File: src/rtl/bldc_pkg.sv
// Shared constants and table functions for the six-step commutation controller.
package bldc_pkg;

  localparam logic [2:0] ST_IDLE      = 3'd0;
  localparam logic [2:0] ST_PRECHARGE = 3'd1;
  localparam logic [2:0] ST_RUN       = 3'd2;
  localparam logic [2:0] ST_BRAKE     = 3'd3;
  localparam logic [2:0] ST_FAULT     = 3'd4;

  localparam logic [1:0] FC_NONE  = 2'd0;
  localparam logic [1:0] FC_EXT   = 2'd1;
  localparam logic [1:0] FC_HALL  = 2'd2;
  localparam logic [1:0] FC_STALL = 2'd3;

  localparam logic [2:0] SECTOR_NONE = 3'd7;

  // One-hot {C,B,A} masks of the phase switched high and the phase held low.
  typedef struct packed {
    logic [2:0] hi;
    logic [2:0] lo;
  } phase_sel_t;

  // Hall code {C,B,A} to sector; 000/111 are not legal Hall states.
  function automatic logic [2:0] hall_to_sector(input logic [2:0] code);
    logic [2:0] sec;
    case (code)
      3'b101:  sec = 3'd0;
      3'b100:  sec = 3'd1;
      3'b110:  sec = 3'd2;
      3'b010:  sec = 3'd3;
      3'b011:  sec = 3'd4;
      3'b001:  sec = 3'd5;
      default: sec = SECTOR_NONE;
    endcase
    return sec;
  endfunction

  // Forward drive table; reverse rotation swaps the high and low roles.
  function automatic phase_sel_t sector_to_phases(input logic [2:0] sec, input logic rev);
    phase_sel_t fwd;
    phase_sel_t res;
    fwd.hi = 3'b000;
    fwd.lo = 3'b000;
    case (sec)
      3'd0:    begin fwd.hi = 3'b001; fwd.lo = 3'b010; end
      3'd1:    begin fwd.hi = 3'b001; fwd.lo = 3'b100; end
      3'd2:    begin fwd.hi = 3'b010; fwd.lo = 3'b100; end
      3'd3:    begin fwd.hi = 3'b010; fwd.lo = 3'b001; end
      3'd4:    begin fwd.hi = 3'b100; fwd.lo = 3'b001; end
      3'd5:    begin fwd.hi = 3'b100; fwd.lo = 3'b010; end
      default: begin fwd.hi = 3'b000; fwd.lo = 3'b000; end
    endcase
    res.hi = rev ? fwd.lo : fwd.hi;
    res.lo = rev ? fwd.hi : fwd.lo;
    return res;
  endfunction

endpackage

File: src/rtl/bldc_six_step_ctrl_if.sv
// Control/status bundle between the PS-side registers, PWM generator and the commutation controller.
interface bldc_six_step_ctrl_if;

  logic       run;
  logic       dir;
  logic       brake;
  logic       pwm_in;
  logic [2:0] hall;
  logic       ext_fault;
  logic       fault_clr;
  logic [2:0] ph_en;
  logic [2:0] ph_pwm;
  logic [2:0] sector;
  logic       comm_pulse;
  logic [2:0] state;
  logic       fault;
  logic [1:0] fault_code;

  modport master (
    output run, dir, brake, pwm_in, hall, ext_fault, fault_clr,
    input  ph_en, ph_pwm, sector, comm_pulse, state, fault, fault_code
  );

  modport slave (
    input  run, dir, brake, pwm_in, hall, ext_fault, fault_clr,
    output ph_en, ph_pwm, sector, comm_pulse, state, fault, fault_code
  );

endinterface

File: src/rtl/hall_filter.sv
// Hall input synchronizer and stability filter; publishes the accepted code,
// its legality and a one-cycle strobe aligned with each code change.
module hall_filter
  import bldc_pkg::*;
#(
  parameter int unsigned HALL_STABLE = 16
) (
  input  logic       clk,
  input  logic       reset,
  input  logic [2:0] hall_raw,
  output logic [2:0] code,
  output logic       valid,
  output logic       chg
);

  localparam int unsigned CNT_W = (HALL_STABLE > 1) ? $clog2(HALL_STABLE) : 1;
  localparam logic [CNT_W-1:0] CNT_MAX = CNT_W'(HALL_STABLE - 1);

  logic [2:0]       sync1_q, sync1_d;
  logic [2:0]       sync2_q, sync2_d;
  logic [2:0]       prev_q, prev_d;
  logic [CNT_W-1:0] cnt_q, cnt_d;
  logic [2:0]       code_q, code_d;
  logic             valid_q, valid_d;
  logic             chg_q, chg_d;

  // Count consecutive identical samples; accept once the run length is long enough.
  always_comb begin
    sync1_d = hall_raw;
    sync2_d = sync1_q;
    prev_d  = sync2_q;
    cnt_d   = cnt_q;
    code_d  = code_q;
    if (sync2_q != prev_q) begin
      cnt_d = '0;
    end else begin
      if (cnt_q != CNT_MAX) begin
        cnt_d = cnt_q + CNT_W'(1);
      end else begin
        code_d = sync2_q;
      end
    end
    valid_d = (hall_to_sector(code_d) != SECTOR_NONE);
    chg_d   = (code_d != code_q);
  end

  // Filter state registers.
  always_ff @(posedge clk or posedge reset) begin
    if (reset) begin
      sync1_q <= 3'b000;
      sync2_q <= 3'b000;
      prev_q  <= 3'b000;
      cnt_q   <= '0;
      code_q  <= 3'b000;
      valid_q <= 1'b0;
      chg_q   <= 1'b0;
    end else begin
      sync1_q <= sync1_d;
      sync2_q <= sync2_d;
      prev_q  <= prev_d;
      cnt_q   <= cnt_d;
      code_q  <= code_d;
      valid_q <= valid_d;
      chg_q   <= chg_d;
    end
  end

  assign code  = code_q;
  assign valid = valid_q;
  assign chg   = chg_q;

endmodule

File: src/rtl/bldc_six_step_ctrl.sv
// Six-step commutation controller: Hall-driven sector sequencing, bootstrap
// precharge, brake, stall detection and latched fault handling.
module bldc_six_step_ctrl
  import bldc_pkg::*;
#(
  parameter int unsigned HALL_STABLE      = 16,
  parameter int unsigned PRECHARGE_CYCLES = 1000,
  parameter int unsigned STALL_CYCLES     = 5_000_000
) (
  input logic                 clk,
  input logic                 reset,
  bldc_six_step_ctrl_if.slave bus
);

  localparam int unsigned PC_W = $clog2(PRECHARGE_CYCLES + 1);
  localparam int unsigned SC_W = $clog2(STALL_CYCLES + 1);
  localparam logic [PC_W-1:0] PC_LAST   = PC_W'(PRECHARGE_CYCLES - 1);
  localparam logic [SC_W-1:0] STALL_MAX = SC_W'(STALL_CYCLES);

  logic [2:0]      hf_code;
  logic            hf_valid;
  logic            hf_chg;

  logic            ext_s1_q, ext_s2_q;
  logic [2:0]      state_q, state_d;
  logic [PC_W-1:0] pc_cnt_q, pc_cnt_d;
  logic [SC_W-1:0] stall_cnt_q, stall_cnt_d;
  logic [2:0]      sector_q, sector_d;
  logic            comm_q, comm_d;
  logic [2:0]      ph_en_q, ph_en_d;
  logic [2:0]      ph_pwm_q, ph_pwm_d;
  logic            fault_q, fault_d;
  logic [1:0]      fault_code_q, fault_code_d;

  logic            in_run, in_brake, pc_done, hall_bad, stall_hit, fault_det;
  logic [1:0]      fault_src;
  phase_sel_t      sel;

  hall_filter #(
    .HALL_STABLE (HALL_STABLE)
  ) u_hall_filter (
    .clk      (clk),
    .reset    (reset),
    .hall_raw (bus.hall),
    .code     (hf_code),
    .valid    (hf_valid),
    .chg      (hf_chg)
  );

  // Fault sources, precharge timer and stall timer.
  always_comb begin
    in_run   = (state_q == ST_RUN);
    in_brake = (state_q == ST_BRAKE);
    pc_cnt_d = (state_q == ST_PRECHARGE) ? pc_cnt_q + PC_W'(1) : '0;
    pc_done  = (pc_cnt_q == PC_LAST);
    if (!in_run || hf_chg) begin
      stall_cnt_d = '0;
    end else if (stall_cnt_q != STALL_MAX) begin
      stall_cnt_d = stall_cnt_q + SC_W'(1);
    end else begin
      stall_cnt_d = stall_cnt_q;
    end
    hall_bad  = (in_run || in_brake) && !hf_valid;
    stall_hit = in_run && (stall_cnt_d == STALL_MAX);
    fault_det = ext_s2_q || hall_bad || stall_hit;
    if (ext_s2_q) begin
      fault_src = FC_EXT;
    end else if (hall_bad) begin
      fault_src = FC_HALL;
    end else begin
      fault_src = FC_STALL;
    end
  end

  // Next-state logic; any detected fault overrides the mode requests.
  always_comb begin
    state_d = state_q;
    case (state_q)
      ST_IDLE: begin
        if (bus.run && !fault_q) state_d = ST_PRECHARGE;
      end
      ST_PRECHARGE: begin
        if (!bus.run)     state_d = ST_IDLE;
        else if (pc_done) state_d = ST_RUN;
      end
      ST_RUN: begin
        if (!bus.run)       state_d = ST_IDLE;
        else if (bus.brake) state_d = ST_BRAKE;
      end
      ST_BRAKE: begin
        if (!bus.run)        state_d = ST_IDLE;
        else if (!bus.brake) state_d = ST_RUN;
      end
      ST_FAULT: begin
        if (bus.fault_clr && !bus.run && !ext_s2_q) state_d = ST_IDLE;
      end
      default: state_d = ST_IDLE;
    endcase
    if (fault_det) state_d = ST_FAULT;
  end

  // Output decode from the next state so every output lines up with the state register.
  always_comb begin
    sector_d = hall_to_sector(hf_code);
    sel      = sector_to_phases(sector_d, bus.dir);
    ph_en_d  = 3'b000;
    ph_pwm_d = 3'b000;
    case (state_d)
      ST_PRECHARGE, ST_BRAKE: begin
        ph_en_d = 3'b111;
      end
      ST_RUN: begin
        ph_en_d  = sel.hi | sel.lo;
        ph_pwm_d = sel.hi & {3{bus.pwm_in}};
      end
      default: begin
        ph_en_d  = 3'b000;
        ph_pwm_d = 3'b000;
      end
    endcase
    comm_d  = in_run && (state_d == ST_RUN) && hf_chg && hf_valid;
    fault_d = (state_d == ST_FAULT);
    if (state_d != ST_FAULT) begin
      fault_code_d = FC_NONE;
    end else if (state_q != ST_FAULT) begin
      fault_code_d = fault_src;
    end else begin
      fault_code_d = fault_code_q;
    end
  end

  // State register.
  always_ff @(posedge clk or posedge reset) begin
    if (reset) state_q <= ST_IDLE;
    else       state_q <= state_d;
  end

  // Datapath, synchronizer and output registers.
  always_ff @(posedge clk or posedge reset) begin
    if (reset) begin
      ext_s1_q     <= 1'b0;
      ext_s2_q     <= 1'b0;
      pc_cnt_q     <= '0;
      stall_cnt_q  <= '0;
      sector_q     <= SECTOR_NONE;
      comm_q       <= 1'b0;
      ph_en_q      <= 3'b000;
      ph_pwm_q     <= 3'b000;
      fault_q      <= 1'b0;
      fault_code_q <= FC_NONE;
    end else begin
      ext_s1_q     <= bus.ext_fault;
      ext_s2_q     <= ext_s1_q;
      pc_cnt_q     <= pc_cnt_d;
      stall_cnt_q  <= stall_cnt_d;
      sector_q     <= sector_d;
      comm_q       <= comm_d;
      ph_en_q      <= ph_en_d;
      ph_pwm_q     <= ph_pwm_d;
      fault_q      <= fault_d;
      fault_code_q <= fault_code_d;
    end
  end

  assign bus.ph_en      = ph_en_q;
  assign bus.ph_pwm     = ph_pwm_q;
  assign bus.sector     = sector_q;
  assign bus.comm_pulse = comm_q;
  assign bus.state      = state_q;
  assign bus.fault      = fault_q;
  assign bus.fault_code = fault_code_q;

endmodule

File: src/flat_wrapper.sv
// flat-port wrapper written by rule: the top's interface ports become plain ports
module bldc_six_step_ctrl_flat import bldc_pkg::*;
#(
  parameter int unsigned HALL_STABLE      = 16,
  parameter int unsigned PRECHARGE_CYCLES = 1000,
  parameter int unsigned STALL_CYCLES     = 5_000_000
)
  (clk, reset, bus_run, bus_dir, bus_brake, bus_pwm_in, bus_hall, bus_ext_fault, bus_fault_clr, bus_ph_en, bus_ph_pwm, bus_sector, bus_comm_pulse, bus_state, bus_fault, bus_fault_code);
  bldc_six_step_ctrl_if bus_i ();
  input logic clk;
  input logic reset;
  input wire logic [$bits(bus_i.run)-1:0] bus_run;
  input wire logic [$bits(bus_i.dir)-1:0] bus_dir;
  input wire logic [$bits(bus_i.brake)-1:0] bus_brake;
  input wire logic [$bits(bus_i.pwm_in)-1:0] bus_pwm_in;
  input wire logic [$bits(bus_i.hall)-1:0] bus_hall;
  input wire logic [$bits(bus_i.ext_fault)-1:0] bus_ext_fault;
  input wire logic [$bits(bus_i.fault_clr)-1:0] bus_fault_clr;
  output wire logic [$bits(bus_i.ph_en)-1:0] bus_ph_en;
  output wire logic [$bits(bus_i.ph_pwm)-1:0] bus_ph_pwm;
  output wire logic [$bits(bus_i.sector)-1:0] bus_sector;
  output wire logic [$bits(bus_i.comm_pulse)-1:0] bus_comm_pulse;
  output wire logic [$bits(bus_i.state)-1:0] bus_state;
  output wire logic [$bits(bus_i.fault)-1:0] bus_fault;
  output wire logic [$bits(bus_i.fault_code)-1:0] bus_fault_code;
  assign bus_i.run = bus_run;
  assign bus_i.dir = bus_dir;
  assign bus_i.brake = bus_brake;
  assign bus_i.pwm_in = bus_pwm_in;
  assign bus_i.hall = bus_hall;
  assign bus_i.ext_fault = bus_ext_fault;
  assign bus_i.fault_clr = bus_fault_clr;
  assign bus_ph_en = bus_i.ph_en;
  assign bus_ph_pwm = bus_i.ph_pwm;
  assign bus_sector = bus_i.sector;
  assign bus_comm_pulse = bus_i.comm_pulse;
  assign bus_state = bus_i.state;
  assign bus_fault = bus_i.fault;
  assign bus_fault_code = bus_i.fault_code;
  bldc_six_step_ctrl #(.HALL_STABLE(HALL_STABLE), .PRECHARGE_CYCLES(PRECHARGE_CYCLES), .STALL_CYCLES(STALL_CYCLES)) u_core (.clk(clk), .reset(reset), .bus(bus_i));
endmodule
File: config.mk
export PLATFORM = sky130hd
export DESIGN_NAME = bldc_six_step_ctrl_flat
export DESIGN_NICKNAME = d
export VERILOG_FILES = /design/src/rtl/bldc_pkg.sv /design/src/rtl/bldc_six_step_ctrl_if.sv /design/src/rtl/hall_filter.sv /design/src/rtl/bldc_six_step_ctrl.sv /design/src/flat_wrapper.sv
export SDC_FILE = /design/constraint.sdc
export NUM_CORES = 1
export LEC_CHECK = 0
export CAP_MARGIN = 10
export CELL_PAD_IN_SITES_DETAIL_PLACEMENT = 1
export CELL_PAD_IN_SITES_GLOBAL_PLACEMENT = 2
export CORE_ASPECT_RATIO = 0.8
export CORE_MARGIN = 2
export CORE_UTILIZATION = 41
export CTS_BUF_LIST = sky130_fd_sc_hd__clkbuf_2 sky130_fd_sc_hd__clkbuf_4 sky130_fd_sc_hd__clkbuf_8
export DETAILED_ROUTE_END_ITERATION = 10
export GPL_TIMING_DRIVEN = 0
export PLACE_DENSITY = 0.85
export SYNTH_ARGS = -nofsm -noshare
export SYNTH_HDL_FRONTEND = slang
export SYNTH_SLANG_ARGS = --single-unit
File: constraint.sdc
create_clock -name clk -period 6.65 [get_ports clk]
set_input_delay 1.995 -clock clk [delete_from_list [all_inputs] [get_ports clk]]
set_output_delay 1.995 -clock clk [all_outputs]
set_load 0.01 [all_outputs]
==> results_dict.tcl <==
set metrics [dict create \
    status "finished, final reports clean" \
    path_max_fanout 1 \
    max_slew_margin_pct 42.4 \
    ys_types 52 \
    cts-root-buf "clkbuf_8" \
    hold_buffers 0 \
    core_region_area_um2 7950 \
    diodes 0 \
    insertion_delay_ns 0.35 \
    cts_tree "yes" \
    max_clock_freq_ghz 0.294 \
    rsz0062_at_grt "no" \
    wl_met2_um 3710 \
    final.setup.tns_ns 0 \
    async_flop_share_pct 100 \
    fin_crit_sh_pct 51.2 \
    drt-wirelength-per-cell_um 16.8 \
    totalPowerFinal_w 0.000818 \
    die_h_um 85.0 \
    synth_edf_count 0 \
    htreeDepth 3 \
    cts_made_buffers 9 \
    overflow 0 \
    setup_viol 0 \
    syn_area_um2 3370 \
    slowest_delay_ns 0.54 \
    cts_resized 0 \
    grt_max_degree 70 \
    min-delay-path-class "reg2reg" \
    cts_sinks 69 \
    grt_pass1_vias 2632 \
    synth.most_common_cell "dfrtp_1" \
    max-cap-violations 0 \
    critPathSlowestCell "clkdlybuf4s50_1" \
    dieArea_um2 8950 \
    min_period_ns 3.41 \
    power_density_nw_per_um2 207 \
    place_ws_ns 2.90 \
    synth_area_leaders "dfrtp_1 (49%), xnor2_1 (6.8%), nor2_1 (5.9%)" \
    port_buffers 26 \
    hpwl_um 5560 \
    antenna_found_initial 0 \
    drt-total-wl_um 8040 \
    fp.dieW_um 105 \
    holdPathStages 0 \
    stdcell_area_um2 3960 \
    io_pins 27 \
    ant_nets 0 \
    avgSynthCellArea_um2 10.2 \
    setup_ws_ns 3.24 \
    avgViaCountPerCell 5.39 \
    drv_slew 0 \
    areaGrowthSynthToFinish_pct 17.7 \
    cp_num_cells 1 \
    top_layer "met4" \
    ys.flop_type "dfrtp_1" \
    ys_ff_latch 69 \
    initial_utilization_pct 42.4 \
    synth_common_cells "dfrtp_1 (66), nor2_1 (53), xnor2_1 (26)" \
    drive_gt1_share_pct 10.5 \
    cp_data_required_time_ns 4.66 \
    drt_iter0_markers 81 \
    grt_pass1_wl_um 13600 \
    clkTransAtPathRegs_ns 0.08 \
    crit_chain "clkdlybuf4s50_1" \
    ys_warn_count 0 \
    wl_met3_um 350 \
    met1Wirelength_um 3870 \
    synth_cells 329 \
    critical_path.top_delay_family "buffers and inverters" \
    dp_cells 463 \
    rr_worst_depth 8 \
    num_vias 2580 \
    cp_num_buf_inv 1 \
    ys_seq_area_share_pct 51.4 \
    clk_path_buf_depth 2 \
    worstSetupPathType "reg2out" \
    cp-end-kind "output port" \
    synth_top_area_share_pct 49.1 \
    final_cells 479 \
    worstPathArrival_ns 1.41 \
    synth_nets 344 \
    dr.pass1.iters 4 \
    postCtsSetupBuffers 0 \
    gp_congestion 0.789 \
    startpoint_type "flip-flop" \
    synth_area_leader_cell "dfrtp_1" \
    hold_viol 0 \
    tightest_slew_ns 0.864 \
    ir_drop_uv 148 \
    skew_ns 0.00775 \
    grt_usage_pct 19.6 \
    p_leak_nw 1.62 \
    drc 0 \
    final_nets 381 \
    fp-row-count 29 \
    placed_cell_area_um2 3760 \
]
layer usage:
metal / track usage, % / vias up
met5: 0 / -
met4: 5.82 / 0
met3: 4.45 / 10
met2: 30.0 / 46
met1: 27.9 / 1313
li1: - / 1211
where the power goes:
| group | switching (W) | internal, W |
|---|---|---|
| sequential | 0.00000590 | 0.000427 |
| clock | 0.000175 | 0.000174 |
| combinational | 0.0000193 | 0.0000176 |
| total | 0.000200 | 0.000619 |
registers in the layout, summed over array words and instances, names as in the netlist, 2 cells and up:
register                      cells
u_core.stall_cnt_q               23
u_core.bus.state                  3
u_core.u_hall_filter.cnt_q        4
u_core.u_hall_filter.sync1_q      3
u_core.bus.ph_pwm                 3
u_core.u_hall_filter.code         3
u_core.bus.sector                 3
u_core.pc_cnt_q                  10
u_core.bus.fault_code             2
u_core.u_hall_filter.prev_q       3
u_core.u_hall_filter.prev_d       3
u_core.bus.ph_en                  3
area by class of cell:
class / instances / area, µm²
repair buffers: 26 / 260
multi-input cells: 241 / 1560
inverters: 9 / 36.3
plain buffers: 10 / 46.3
well taps: 108 / 135
clock buffers: 9 / 124
clock inverters: 7 / 73.8
fillers: 885 / 3990
flip-flops and latches: 69 / 1730
placed cells by master (no fill, tap or decap), types with 2 or more instances in the layout:
| master | instances |
|---|---|
| dfrtp_1 | 66 |
| nor2_1 | 53 |
| xnor2_1 | 26 |
| clkdlybuf4s50_1 | 26 |
| nand2_1 | 20 |
| nand3_1 | 18 |
| nor3_1 | 13 |
| xor2_1 | 12 |
| a21oi_1 | 10 |
| and3_1 | 9 |
| clkbuf_8 | 9 |
| inv_1 | 8 |
| clkbuf_1 | 7 |
| nand4_1 | 7 |
| o21ai_0 | 6 |
| nor2b_1 | 5 |
| mux2i_1 | 4 |
| nand2b_1 | 4 |
| mux2_2 | 4 |
| ha_1 | 4 |
| or3_1 | 3 |
| and4_1 | 3 |
| nor4_1 | 3 |
| nor4b_1 | 3 |
| o21a_1 | 3 |
| dfstp_2 | 3 |
| buf_4 | 2 |
| nor3_2 | 2 |
| and2_1 | 2 |
| nor4_4 | 2 |
| o2111ai_1 | 2 |
| nor3b_1 | 2 |
| clkinv_2 | 2 |
| clkinv_4 | 2 |
cell families after synthesis:
| family | share of synthesized area [%] |
|---|---|
| adders and majority gates | 1.49 |
| muxes | 2.86 |
| and+or+nand+nor | 25.5 |
| buffers and inverters | 2.38 |
| xor gates and xnor gates | 9.89 |
| DFF | 51.4 |
| AOI/OAI and AO/OA | 6.51 |
stage by stage:
| stage | utilization, % | hold slack, ns |
|---|---|---|
| final | 49.9 | 0.356 |
| after global routing | 49.9 | 0.369 |
| after CTS | 49.9 | 0.362 |
| after detailed placement | 47.4 | 0.343 |
| after global placement | 47.3 | 0.333 |
| after floorplan | - | 0.331 |
worst paths after layout:
check / endpoint / start / slack, ns
max in group asynchronous: u_core.ext_s2_q$_DFF_PP0_ / reset / 3.91
hold / removal: u_core.u_hall_filter.prev_d[0]$_DFF_PP0_ / u_core.u_hall_filter.sync1_q[0]$_DFF_PP0_ / 0.36
setup / recovery: bus_sector[1] / u_core.bus.sector[1]$_DFF_PP1_ / 3.24
setup reg to reg: u_core.bus.fault_code[1]$_DFFE_PP0P_ / u_core.stall_cnt_q[1]$_DFF_PP0_ / 3.42
min in group asynchronous: u_core.bus.ph_pwm[2]$_DFF_PP0_ / reset / 2.17
hold reg to reg: u_core.u_hall_filter.prev_d[0]$_DFF_PP0_ / u_core.u_hall_filter.sync1_q[0]$_DFF_PP0_ / 0.36
(Power assumes the default switching activity.)
